**src/rtl/vga_transmitter_pkg.sv**
```systemverilog
// -----------------------------------------------------------------------------
// vga_transmitter_pkg
// Shared VGA timing definitions used by the transmit path and by receive-side
// converters: 640x480@60 timing constants, sync polarities, the raw timing
// record carried down the read-latency delay line, and a total-period helper.
// -----------------------------------------------------------------------------
package vga_transmitter_pkg;

    // 640x480 horizontal timing, in pixels
    localparam int VGA_HACT = 640;
    localparam int VGA_HFP  = 16;
    localparam int VGA_HSW  = 96;
    localparam int VGA_HBP  = 48;

    // 640x480 vertical timing, in lines
    localparam int VGA_VACT = 480;
    localparam int VGA_VFP  = 10;
    localparam int VGA_VSH  = 2;
    localparam int VGA_VBP  = 33;

    // Sync active levels (0 = active-low)
    localparam int VGA_HSYNC_POL = 0;
    localparam int VGA_VSYNC_POL = 0;

    // Raw timing flags for one pixel position; syncs are "active" flags,
    // polarity is applied only at the output register.
    typedef struct packed {
        logic de;
        logic hs;
        logic vs;
        logic fs;
    } vga_raw_t;

    // Full period of a line or frame from its four segments.
    function automatic int vga_total(input int act, input int fp, input int sw, input int bp);
        return act + fp + sw + bp;
    endfunction

endpackage

```
**src/rtl/vga_timing_counter.sv**
```systemverilog
// -----------------------------------------------------------------------------
// vga_timing_counter
// Horizontal/vertical position counters plus the raw timing decode for one
// VGA raster. Segment order per line and per frame: active, front porch,
// sync, back porch. Reusable by receive-side logic.
//
// Ports
//   clk_i          pixel clock
//   rst_ni         asynchronous active-low reset
//   enable_i       run/idle; low clears the position to (0,0) at the next edge
//   h_o, v_o       current horizontal / vertical position
//   de_o           position is inside the active area (and running)
//   hsync_act_o    horizontal sync region (active flag, polarity-free)
//   vsync_act_o    vertical sync region (active flag, polarity-free)
//   frame_start_o  position (0,0) while running
// -----------------------------------------------------------------------------
module vga_timing_counter
    import vga_transmitter_pkg::*;
#(
    parameter  int P_HACT = VGA_HACT,
    parameter  int P_HFP  = VGA_HFP,
    parameter  int P_HSW  = VGA_HSW,
    parameter  int P_HBP  = VGA_HBP,
    parameter  int P_VACT = VGA_VACT,
    parameter  int P_VFP  = VGA_VFP,
    parameter  int P_VSH  = VGA_VSH,
    parameter  int P_VBP  = VGA_VBP,
    localparam int HT     = vga_total(P_HACT, P_HFP, P_HSW, P_HBP),
    localparam int VT     = vga_total(P_VACT, P_VFP, P_VSH, P_VBP),
    localparam int HW     = $clog2(HT),
    localparam int VW     = $clog2(VT)
) (
    input  logic          clk_i,
    input  logic          rst_ni,
    input  logic          enable_i,
    output logic [HW-1:0] h_o,
    output logic [VW-1:0] v_o,
    output logic          de_o,
    output logic          hsync_act_o,
    output logic          vsync_act_o,
    output logic          frame_start_o
);

    // Thresholds carry one extra bit so a segment end equal to 2**HW
    // (e.g. zero back porch) is not truncated.
    localparam logic [HW:0] H_LAST   = (HW+1)'(HT - 1);
    localparam logic [HW:0] H_ACT    = (HW+1)'(P_HACT);
    localparam logic [HW:0] H_SYNC_S = (HW+1)'(P_HACT + P_HFP);
    localparam logic [HW:0] H_SYNC_E = (HW+1)'(P_HACT + P_HFP + P_HSW);
    localparam logic [VW:0] V_LAST   = (VW+1)'(VT - 1);
    localparam logic [VW:0] V_ACT    = (VW+1)'(P_VACT);
    localparam logic [VW:0] V_SYNC_S = (VW+1)'(P_VACT + P_VFP);
    localparam logic [VW:0] V_SYNC_E = (VW+1)'(P_VACT + P_VFP + P_VSH);

    logic [HW-1:0] h_q, h_d;
    logic [VW-1:0] v_q, v_d;
    logic          run_q, run_d;
    logic [HW:0]   h_x;
    logic [VW:0]   v_x;

    // run_q delays the first advance by one edge, so after enable (or reset
    // release) the position (0,0) is presented for a full cycle.
    always_comb begin
        h_d   = h_q;
        v_d   = v_q;
        run_d = enable_i;
        if (!enable_i) begin
            h_d = '0;
            v_d = '0;
        end else if (run_q) begin
            if ({1'b0, h_q} == H_LAST) begin
                h_d = '0;
                v_d = ({1'b0, v_q} == V_LAST) ? '0 : v_q + 1'b1;
            end else begin
                h_d = h_q + 1'b1;
            end
        end
    end

    always_ff @(posedge clk_i or negedge rst_ni) begin
        if (!rst_ni) begin
            h_q   <= '0;
            v_q   <= '0;
            run_q <= 1'b0;
        end else begin
            h_q   <= h_d;
            v_q   <= v_d;
            run_q <= run_d;
        end
    end

    assign h_x = {1'b0, h_q};
    assign v_x = {1'b0, v_q};

    assign h_o           = h_q;
    assign v_o           = v_q;
    assign de_o          = run_q && (h_x < H_ACT) && (v_x < V_ACT);
    assign hsync_act_o   = run_q && (h_x >= H_SYNC_S) && (h_x < H_SYNC_E);
    assign vsync_act_o   = run_q && (v_x >= V_SYNC_S) && (v_x < V_SYNC_E);
    assign frame_start_o = run_q && (h_q == '0) && (v_q == '0);

endmodule

```
**src/rtl/vga_transmitter.sv**
```systemverilog
// -----------------------------------------------------------------------------
// vga_transmitter
// Scans a grayscale frame buffer in raster order and emits VGA video: read
// strobes/addresses go out combinationally from the position counters, the
// raw timing is delayed by the memory read latency, and the final register
// aligns sync/DE/frame-start with the replicated {g,g,g} pixel.
//
// Ports
//   I_CLK           pixel clock
//   I_RESET         asynchronous active-low reset
//   I_ENABLE        run/idle; low flushes everything and restarts at (0,0)
//   I_PIXEL         grayscale read data, valid P_READ_LATENCY cycles after read
//   O_READ_ENABLE   read strobe for one active pixel
//   O_READ_COLUMN   column being read (0 when not reading)
//   O_READ_ROW      row being read (0 when not reading)
//   O_PIXEL         RGB pixel, zero outside the active area
//   O_HSYNC/O_VSYNC sync outputs at the configured polarity
//   O_DATA_ENABLE   active-video qualifier
//   O_FRAME_START   one-cycle pulse on the first active pixel of a frame
// -----------------------------------------------------------------------------
module vga_transmitter
    import vga_transmitter_pkg::*;
#(
    parameter int P_PIXEL_DEPTH  = 24,
    parameter int P_HACT         = VGA_HACT,
    parameter int P_HFP          = VGA_HFP,
    parameter int P_HSW          = VGA_HSW,
    parameter int P_HBP          = VGA_HBP,
    parameter int P_VACT         = VGA_VACT,
    parameter int P_VFP          = VGA_VFP,
    parameter int P_VSH          = VGA_VSH,
    parameter int P_VBP          = VGA_VBP,
    parameter int P_HSYNC_POL    = VGA_HSYNC_POL,
    parameter int P_VSYNC_POL    = VGA_VSYNC_POL,
    parameter int P_READ_LATENCY = 1
) (
    input  logic                       I_CLK,
    input  logic                       I_RESET,
    input  logic                       I_ENABLE,
    input  logic [P_PIXEL_DEPTH/3-1:0] I_PIXEL,
    output logic                       O_READ_ENABLE,
    output logic [$clog2(P_HACT)-1:0]  O_READ_COLUMN,
    output logic [$clog2(P_VACT)-1:0]  O_READ_ROW,
    output logic [P_PIXEL_DEPTH-1:0]   O_PIXEL,
    output logic                       O_HSYNC,
    output logic                       O_VSYNC,
    output logic                       O_DATA_ENABLE,
    output logic                       O_FRAME_START
);

    localparam int   HW       = $clog2(vga_total(P_HACT, P_HFP, P_HSW, P_HBP));
    localparam int   VW       = $clog2(vga_total(P_VACT, P_VFP, P_VSH, P_VBP));
    localparam int   CW       = $clog2(P_HACT);
    localparam int   RW       = $clog2(P_VACT);
    localparam logic HS_ACT   = (P_HSYNC_POL != 0);
    localparam logic HS_INACT = ~HS_ACT;
    localparam logic VS_ACT   = (P_VSYNC_POL != 0);
    localparam logic VS_INACT = ~VS_ACT;

    logic [HW-1:0] h;
    logic [VW-1:0] v;
    vga_raw_t      raw;
    vga_raw_t      dly_q [P_READ_LATENCY];
    vga_raw_t      dly_last;

    logic [P_PIXEL_DEPTH-1:0] pixel_q, pixel_d;
    logic                     hsync_q, hsync_d;
    logic                     vsync_q, vsync_d;
    logic                     de_q, de_d;
    logic                     fs_q, fs_d;

    vga_timing_counter #(
        .P_HACT (P_HACT),
        .P_HFP  (P_HFP),
        .P_HSW  (P_HSW),
        .P_HBP  (P_HBP),
        .P_VACT (P_VACT),
        .P_VFP  (P_VFP),
        .P_VSH  (P_VSH),
        .P_VBP  (P_VBP)
    ) u_timing (
        .clk_i         (I_CLK),
        .rst_ni        (I_RESET),
        .enable_i      (I_ENABLE),
        .h_o           (h),
        .v_o           (v),
        .de_o          (raw.de),
        .hsync_act_o   (raw.hs),
        .vsync_act_o   (raw.vs),
        .frame_start_o (raw.fs)
    );

    // Read side: same-cycle decode, address forced to 0 outside active area.
    assign O_READ_ENABLE = raw.de;
    assign O_READ_COLUMN = raw.de ? CW'(h) : '0;
    assign O_READ_ROW    = raw.de ? RW'(v) : '0;

    // Delay line matching the memory read latency; cleared when idle so no
    // stale partial line survives a disable.
    always_ff @(posedge I_CLK or negedge I_RESET) begin
        if (!I_RESET) begin
            for (int i = 0; i < P_READ_LATENCY; i++) dly_q[i] <= '0;
        end else if (!I_ENABLE) begin
            for (int i = 0; i < P_READ_LATENCY; i++) dly_q[i] <= '0;
        end else begin
            dly_q[0] <= raw;
            for (int i = 1; i < P_READ_LATENCY; i++) dly_q[i] <= dly_q[i-1];
        end
    end

    assign dly_last = dly_q[P_READ_LATENCY-1];

    // Output register: I_PIXEL arrives in the same cycle as the delayed DE.
    always_comb begin
        pixel_d = '0;
        hsync_d = HS_INACT;
        vsync_d = VS_INACT;
        de_d    = 1'b0;
        fs_d    = 1'b0;
        if (I_ENABLE) begin
            pixel_d = dly_last.de ? {3{I_PIXEL}} : '0;
            hsync_d = dly_last.hs ? HS_ACT : HS_INACT;
            vsync_d = dly_last.vs ? VS_ACT : VS_INACT;
            de_d    = dly_last.de;
            fs_d    = dly_last.fs;
        end
    end

    always_ff @(posedge I_CLK or negedge I_RESET) begin
        if (!I_RESET) begin
            pixel_q <= '0;
            hsync_q <= HS_INACT;
            vsync_q <= VS_INACT;
            de_q    <= 1'b0;
            fs_q    <= 1'b0;
        end else begin
            pixel_q <= pixel_d;
            hsync_q <= hsync_d;
            vsync_q <= vsync_d;
            de_q    <= de_d;
            fs_q    <= fs_d;
        end
    end

    assign O_PIXEL       = pixel_q;
    assign O_HSYNC       = hsync_q;
    assign O_VSYNC       = vsync_q;
    assign O_DATA_ENABLE = de_q;
    assign O_FRAME_START = fs_q;

endmodule

```
**config.mk**
```make
export PLATFORM = sky130hd
export DESIGN_NAME = vga_transmitter
export DESIGN_NICKNAME = d
export VERILOG_FILES = /design/src/rtl/vga_transmitter_pkg.sv /design/src/rtl/vga_timing_counter.sv /design/src/rtl/vga_transmitter.sv
export SDC_FILE = /design/constraint.sdc
export NUM_CORES = 1
export LEC_CHECK = 0
export ABC_CLOCK_PERIOD_IN_PS = 5450
export CORE_ASPECT_RATIO = 0.6
export CORE_UTILIZATION = 51
export DETAILED_ROUTE_END_ITERATION = 7
export HOLD_SLACK_MARGIN = 0.06
export PLACE_DENSITY = 0.95
export SKIP_CTS_REPAIR_TIMING = 1
export SYNTH_ARGS = -nofsm -noshare
export SYNTH_HDL_FRONTEND = slang
export SYNTH_SLANG_ARGS = --single-unit
```
**constraint.sdc**
```tcl
create_clock -name I_CLK -period 5.45 [get_ports I_CLK]
set_clock_uncertainty 0.15 [all_clocks]
set_input_delay 0.8175 -clock I_CLK [delete_from_list [all_inputs] [get_ports I_CLK]]
set_output_delay 0.8175 -clock I_CLK [all_outputs]
set_load 0.01 [all_outputs]
```
==> impl_summary.log, run 1 <==
[metrics] relative area change from synthesis to final layout: 28.9%
[metrics] Final Max Tran Viols: 0
[metrics] number of cells on the worst hold path: 1
[metrics] die height: 51.0 um
[metrics] die outline area: 4260 sq um
[metrics] Core Rows: 17
[metrics] Pleak: roughly 1.1 nW
[metrics] total clock buffers created by CTS: 5
[metrics] yosys synthesis warning count: 0
[metrics] deepest clock path buffer count: 2
[metrics] Initial Utilization: 54.4%
[metrics] DR DRC count: 0
[metrics] most frequently used flop master after synthesis: dfrtp_1
[metrics] post-detailed-route via-to-cell ratio: around 5.9
[metrics] total cell area at the placement stage: 2510 sq um
[metrics] Arrival @ worst endpoint: 2330 ps
[metrics] MaxCap Viol Count: 0
[metrics] post-placement setup slack: between 2000 and 3000 ps
[metrics] Worst Min Path Start: dly_last[2]
[metrics] main area contributors after synthesis: dfrtp_1 43%, and2_1 6.4%, buf_4 5.9%
[metrics] post-layout net count: between 200 and 300
[metrics] final hold violation count: 0
[metrics] post-detailed-route wirelength per cell: 15.6 um
[metrics] TritonCTS clock tree: yes
[metrics] number of enable flip-flop cells after synthesis: 0
[metrics] final critical-path setup slack: 2150 ps
[metrics] half-perimeter wire length of the detailed placement result: between 3000 and 4000 um
[metrics] Slowest-stage cell, CP: clkdlybuf4s50_1
[metrics] total negative slack: 0 ps
[metrics] worst-case hold path end point: O_HSYNC
[metrics] count of pins on the block boundary: a little under 60
[metrics] number of violations reported at the end of detailed-routing iteration 0: 145
[metrics] Worst path max stage delay: 560 ps
[metrics] horizontal extent of the die: 83.6 um
[metrics] commonest non-fill, non-tap cell in the layout: clkdlybuf4s50_1
[metrics] gate family responsible for the most delay along the worst path: simple AND/OR/NAND/NOR gates
[metrics] final-layout worst hold slack: ~220 ps
[metrics] end-of-flow core utilization: between 70% and 80%
[metrics] count of TritonRoute iterations in the first routing pass: 4
[metrics] final period utilization: 60.5%
[metrics] cell type with the highest aggregate area in the netlist: dfrtp_1
[metrics] Crit path buffers/inverters: 1
[metrics] area of all placed cells without fillers: approximately 2600 sq um
[metrics] clock input transition at the sequential cells of the worst setup and hold paths: 80 ps
[metrics] Port-buffer cells: 58
[metrics] later-pin clock latency in the skew report: 300 ps
[metrics] Critical Path, Cell by Cell: nor2b_1 > and3_1 > and2_1 > clkdlybuf4s50_1
[metrics] # clock sinks: 37
[metrics] synthesized area: 2040 sq um
[metrics] maximum number of pins on one net before global-route repair: 38
[metrics] average cell area after synthesis: 9.61 sq um
[metrics] total global routing overflow: 0
[metrics] total power consumption of the routed design: 0.607 mW
[metrics] status: completed
[metrics] Cell Count, Final, Fillers Out: 297
[metrics] routed vias: 1,739
[metrics] first-pass GRT wire length: 7600 um
[metrics] fillers: 270
[metrics] total length of routed wires: 4640 um
[metrics] highest attainable clock frequency: between 0.3 and 0.4 GHz
[metrics] slew of the pin with the lowest slew margin: 1110 ps
[metrics] count of nets left with antenna violations after detail routing: 0
[metrics] Seq cells post-synth: 37
[metrics] RSZ-0062 raised after global routing: false
[metrics] crit-path max FO: 20
[metrics] CTS HTree Levels: 2
[metrics] initial antenna violation count: 0
[metrics] area share of the leading cell type in the synthesized netlist: approximately 43%
[metrics] Synth Instances: 212
[metrics] number of unique standard cell types used by synthesis: 45
[metrics] core region area: ~3700 sq um
[metrics] worst slew margin relative to its limit: 25.0%
[metrics] Tot GR Track Use: 23.7%
[metrics] Ant. Diodes: 0
[metrics] kind of end point of the critical path: output port
[metrics] depth of the most critical reg-to-reg path: 5
[metrics] proportion of layout cells with a drive suffix above 1: approximately 7.6%
[metrics] Mapped Nets: roughly 230
[metrics] Crit Path Category: flop to output port
[metrics] data required time of the critical path: approximately 4500 ps
[metrics] cell at the root of the clock tree: clkbuf_8
[metrics] setup-violating endpoint count in the final report: 0
[metrics] sequential cell area fraction in the yosys report: 45.6%
[metrics] post-route minimum period: 3300 ps
[metrics] highest-count cells in the layout ignoring fill and taps: 58 x clkdlybuf4s50_1, 35 x dfrtp_1, 21 x and2_1, 15 x nand2_1, 11 x and3_1
[metrics] last weighted congestion value of the routability-driven placer: 0.907
[metrics] Reg2Reg Setup Slack: 2710 ps
[metrics] Worst setup SP type: flop
[metrics] RR Endpoint: u_timing.v_o[4]
[metrics] vias in the first global route: around 1,600
[metrics] path class of the lowest-slack min-delay path: flop to flop
[metrics] Reg-to-Reg Start: u_timing.h_o[1]
[metrics] fraction of registers with async set/reset: 100%
[metrics] Inst Count DP: slightly below 300
[metrics] total power per unit cell area: 231 nW/um^2
[metrics] maximum ir drop on the vdd rail: 0.150 mV
where the power goes:
part	internal (mW)	leakage, nW	switching (mW)
Clock	0.137	0.0543	0.105
Combinational	0.0372	0.538	0.0337
Sequential	0.282	0.500	0.0117
Total	0.456	1.09	0.151
worst reg2reg max path, delay by kind of cell (launching register included):
family	cells	cell delay (ps)
and+or+nand+nor	2	530
AOI/OAI and AO/OA	2	1300
adders and majority gates	1	240
DFF	1	410
cells in the mapped netlist (all sizes together) (2+ instances only):
master,n
nor2b,3
nand4b,2
o31ai,3
o41ai,3
a22o,4
a21oi,3
o21ai,7
and2,22
o41a,2
buf,21
xor2,5
a31oi,3
nand2,15
nor2,10
ha,4
nor4,3
or3,3
or4b,2
dfrtp,35
clkbuf,8
dfstp,2
nand3,7
inv,8
nor3,7
and3,11
nand4,7
or4,2
cell families after synthesis:
logic type	after synthesis	share of synthesized area [%]
XOR/XNOR	5	2.15
AND/OR/NAND/NOR	97	27.0
adder cells (fa/ha/maj)	4	2.46
buffers and inverters	37	9.95
multiplexers	1	0.553
flip-flops	37	45.6
AO/OA/AOI/OAI	31	12.3
registers in the layout, summed over array words and instances, names as in the netlist:
signal	flops
O_DATA_ENABLE	1
O_FRAME_START	1
O_HSYNC	1
O_PIXEL	8
O_VSYNC	1
dly_last	4
u_timing.h_o	10
u_timing.run_q	1
u_timing.v_o	10
cell type report:
type / instances / area, sq um / share of cell area [%]
Inverter: 8 / 30.0 / 1.14
Timing Repair Buffer: 59 / 588 / 22.4
Sequential cell: 37 / 928 / 35.4
Tap cell: 47 / 58.8 / 2.24
Clock inverter: 3 / 46.3 / 1.76
Clock buffer: 5 / 68.8 / 2.62
Multi-Input combinational cell: 138 / 906 / 34.5
layer usage:
layer | global-route usage [%] | wire length (um) | part of all wire, %
met1 | 30.3 | 2040 | 44
met2 | 37.8 | 2050 | 44
met3 | 9.37 | 478 | 10
met4 | 6.50 | 68 | 1.5
met5 | 0 | 0 | 0
worst max path at each step:
stage,start,depth (start not counted),slack (ps),to
finish,u_timing.run_q,4,2150,O_READ_ROW[2]
global route,u_timing.h_o[7],4,1930,O_READ_ROW[2]
CTS,u_timing.h_o[7],4,2170,O_READ_COLUMN[2]
detailed placement,u_timing.h_o[7],4,2510,O_READ_COLUMN[2]
global placement,u_timing.v_o[6],4,2600,O_READ_ROW[5]
floorplan,u_timing.v_o[6],5,3120,O_READ_ROW[5]
Note: power is estimated with default switching activity, not from simulation.
==> run 2: changes to the inputs <==
ABC_CLOCK_PERIOD_IN_PS = 3100   (was 5450)
CORE_UTILIZATION = 47   (was 51)
PLACE_DENSITY = 0.89   (was 0.95)
clock period = 3.1 ns   (was 5.45 ns; I/O delays follow)
==> run 2 against run 1 <==
Net effect:
- clock-buffer cell count up 1
- global-route usage fell by 3.1 points
- sequential cell count stayed put
- first-iteration DRC count is 25% higher
- largest power group unchanged
- largest cell class unchanged
- critical endpoint is now O_READ_ROW[5]
==> impl_summary.log, run 2 (same netlist as run 1, synthesis figures left out) <==
[metrics] status: completed
[metrics] die height: 53.0 um (+4.0%)
[metrics] share of power burned in registers: 47.8% (-0.6 points)
[metrics] data required time of the critical path: 2480 ps (-2000 ps)
[metrics] Final Max Tran Viols: 0 (unchanged)
[metrics] Reg-to-Reg Start: u_timing.v_o[1]
[metrics] proportion of layout cells with a drive suffix above 1: 8.37% (+0.77 points)
[metrics] Critical Path Source: u_timing.v_o[6]
[metrics] Worst path max stage delay: 530 ps (-30 ps)
[metrics] die outline area: 4610 sq um (+8.2%)
[metrics] final hold violation count: 0 (unchanged)
[metrics] initial antenna violation count: 0 (unchanged)
[metrics] Worst setup SP type: flop
[metrics] fillers: 331 (+23%)
[metrics] commonest non-fill, non-tap cell in the layout: clkdlybuf4s50_1
[metrics] routed vias: 1,724 (-0.86%)
[metrics] first-pass GRT wire length: 7010 um (-7.8%)
[metrics] Initial Utilization: 49.4% (-5.0 points)
[metrics] area used by sequential logic in the layout: 928 sq um (unchanged)
[metrics] path class of the lowest-slack min-delay path: input pin to async pin
[metrics] cell count along the critical path: 4 (unchanged)
[metrics] clock input transition at the sequential cells of the worst setup and hold paths: 80 ps (about the same)
[metrics] maximum ir drop on the vdd rail: 0.315 mV (+110%)
[metrics] Tot GR Track Use: 20.6% (-3.1 points)
[metrics] kind of end point of the critical path: output port
[metrics] clock share of power: 40.6% (+0.7 points)
[metrics] CTS HTree Levels: 2 (unchanged)
[metrics] final-layout worst hold slack: 111 ps (-109 ps)
[metrics] deepest clock path buffer count: 2 (unchanged)
[metrics] Slowest-stage cell, CP: and3_1
[metrics] later-pin clock latency in the skew report: 290 ps (about the same)
[metrics] destination of the critical timing path: O_READ_ROW[5]
[metrics] count of TritonRoute iterations in the first routing pass: 4 (unchanged)
[metrics] worst slew margin relative to its limit: 44.7% (+20 points)
[metrics] DR DRC count: 0 (unchanged)
[metrics] post-route minimum period: between 2000 and 3000 ps
[metrics] core region area: 4120 sq um (+10%)
[metrics] RR Endpoint: u_timing.v_o[2]
[metrics] vias in the first global route: 1,507 (-3.0%)
[metrics] Ant. Diodes: 0 (unchanged)
[metrics] total negative slack: 0 ps (unchanged)
[metrics] Crit Path Category: flop to output port
[metrics] slew of the pin with the lowest slew margin: 829 ps (-284 ps)
[metrics] total net switching power: 0.254 mW (+68%)
[metrics] Comb pwr share: 11.6% (about the same)
[metrics] total power per unit cell area: 406 nW/um^2 (+76%)
[metrics] depth of the most critical reg-to-reg path: 6 (+1)
[metrics] count of nets left with antenna violations after detail routing: 0 (unchanged)
[metrics] TritonCTS clock tree: yes
[metrics] RSZ-0062 raised after global routing: false
[metrics] Int Pwr: 0.823 mW (+80%)
[metrics] highest attainable clock frequency: 0.345 GHz
[metrics] final period utilization: 93.6%
[metrics] area of combinational cells with multiple inputs: 906 sq um (unchanged)
[metrics] highest-count cells in the layout ignoring fill and taps: 57 x clkdlybuf4s50_1, 35 x dfrtp_1, 21 x and2_1, 15 x nand2_1, 11 x and3_1
[metrics] Reg2Reg Setup Slack: 700 ps (-2010 ps)
[metrics] # clock sinks: 37 (unchanged)
[metrics] MaxCap Viol Count: 0 (unchanged)
[metrics] Critical Path, Cell by Cell: nand4_1 > and3_1 > and2_2 > clkdlybuf4s50_1
[metrics] count of pins on the block boundary: 59 (unchanged)
[metrics] Crit path buffers/inverters: 1 (unchanged)
[metrics] crit-path max FO: 20 (unchanged)
[metrics] maximum number of pins on one net before global-route repair: 38 (unchanged)
[metrics] half-perimeter wire length of the detailed placement result: 3190 um (-4.5%)
[metrics] gate family responsible for the most delay along the worst path: simple AND/OR/NAND/NOR gates
[metrics] Port-buffer cells: 58 (unchanged)
[metrics] cell at the root of the clock tree: clkbuf_8
[metrics] total clock buffers created by CTS: 5 (unchanged)
[metrics] last weighted congestion value of the routability-driven placer: 0.871 (-4.0%)
[metrics] relative area change from synthesis to final layout: 30.1%
[metrics] post-detailed-route wirelength per cell: 14.2 um (-9.3%)
[metrics] number of violations reported at the end of detailed-routing iteration 0: 181 (+25%)
[metrics] post-layout net count: 265 (+0.38%)
[metrics] Pleak: 1.10 nW (+0.72%)
[metrics] horizontal extent of the die: 87.0 um (+4.1%)
[metrics] setup-violating endpoint count in the final report: 0 (unchanged)
[metrics] fraction of power spent switching nets: 23.6% (-1.3 points)
[metrics] post-detailed-route via-to-cell ratio: 5.54 (-5.3%)
[metrics] total length of routed wires: 4410 um (-5.0%)
[metrics] Arrival @ worst endpoint: 2290 ps (-40 ps)
[metrics] Core Rows: 18 (+1)
[metrics] total global routing overflow: 0 (unchanged)
## run 2: changes by cell type in the layout (fill, tap and decap cells not counted)
| cell | delta |
|---|---|
| buf_2 | +1 |
| buf_4 | +1 |
| clkbuf_8 | +1 |
| clkdlybuf4s50_1 | -1 |
| clkinv_4 | -1 |
## run 2: metrics by stage
step / utilization [%] / worst slack (ps) / power [mW] / std cells / instance area (sq um)
finish: 64.3 / 198 / 1.08 / 311 / 2650
global route: 64.3 / 45.1 / 1.12 / 311 / 2650
CTS: 64.3 / 198 / 1.09 / 311 / 2650
detailed placement: 61.4 / 526 / 0.648 / 303 / 2530
global placement: 61.4 / 539 / 0.645 / 303 / 2530
floorplan: - / 1000 / 0.590 / 212 / 2040
## run 2: worst min path at each step
stage	start	to	cells after the start
floorplan	I_RESET	O_DATA_ENABLE	0
global placement	dly_last[2]	O_HSYNC	1
detailed placement	dly_last[2]	O_HSYNC	1
CTS	I_RESET	u_timing.h_o[5]	1
global route	I_RESET	u_timing.h_o[3]	1
finish	I_RESET	u_timing.h_o[3]	1
## run 2: power by group through the flow
stage	registers, mW	clock network [mW]	logic (mW)
2_1_floorplan	0.518	0	0.0720
3_3_place_gp	0.523	0	0.122
3_5_place_dp	0.523	0	0.125
4_1_cts	0.514	0.446	0.125
5_1_grt	0.517	0.465	0.138
6_report	0.515	0.437	0.125
## run 2: worst register-to-register path, cell delays in order (launching register included)
cell and delay [ps]:
dfrtp_1 450, inv_1 90, ha_1 150, or4b_4 490, o41ai_4 510, nor2_1 200, a22o_1 250
## run 2: area by class of cell
| class | instances | area share, % |
|---|---|---|
| Multi-Input combinational cell | 138 | 34.2 |
| Tap cell | 60 | 2.83 |
| Sequential cell | 37 | 35.0 |
| Clock inverter | 2 | 1.42 |
| Inverter | 8 | 1.13 |
| Clock buffer | 6 | 3.12 |
| Timing Repair Buffer | 60 | 22.3 |
## run 2: layer usage
layer | routed length (um) | global-route usage [%] | share of wire (%)
met1 | 2030 | 28.1 | 46
met2 | 1840 | 30.3 | 42
met3 | 507 | 6.86 | 12
met4 | 26 | 7.22 | 0.59
met5 | 0 | 0 | 0
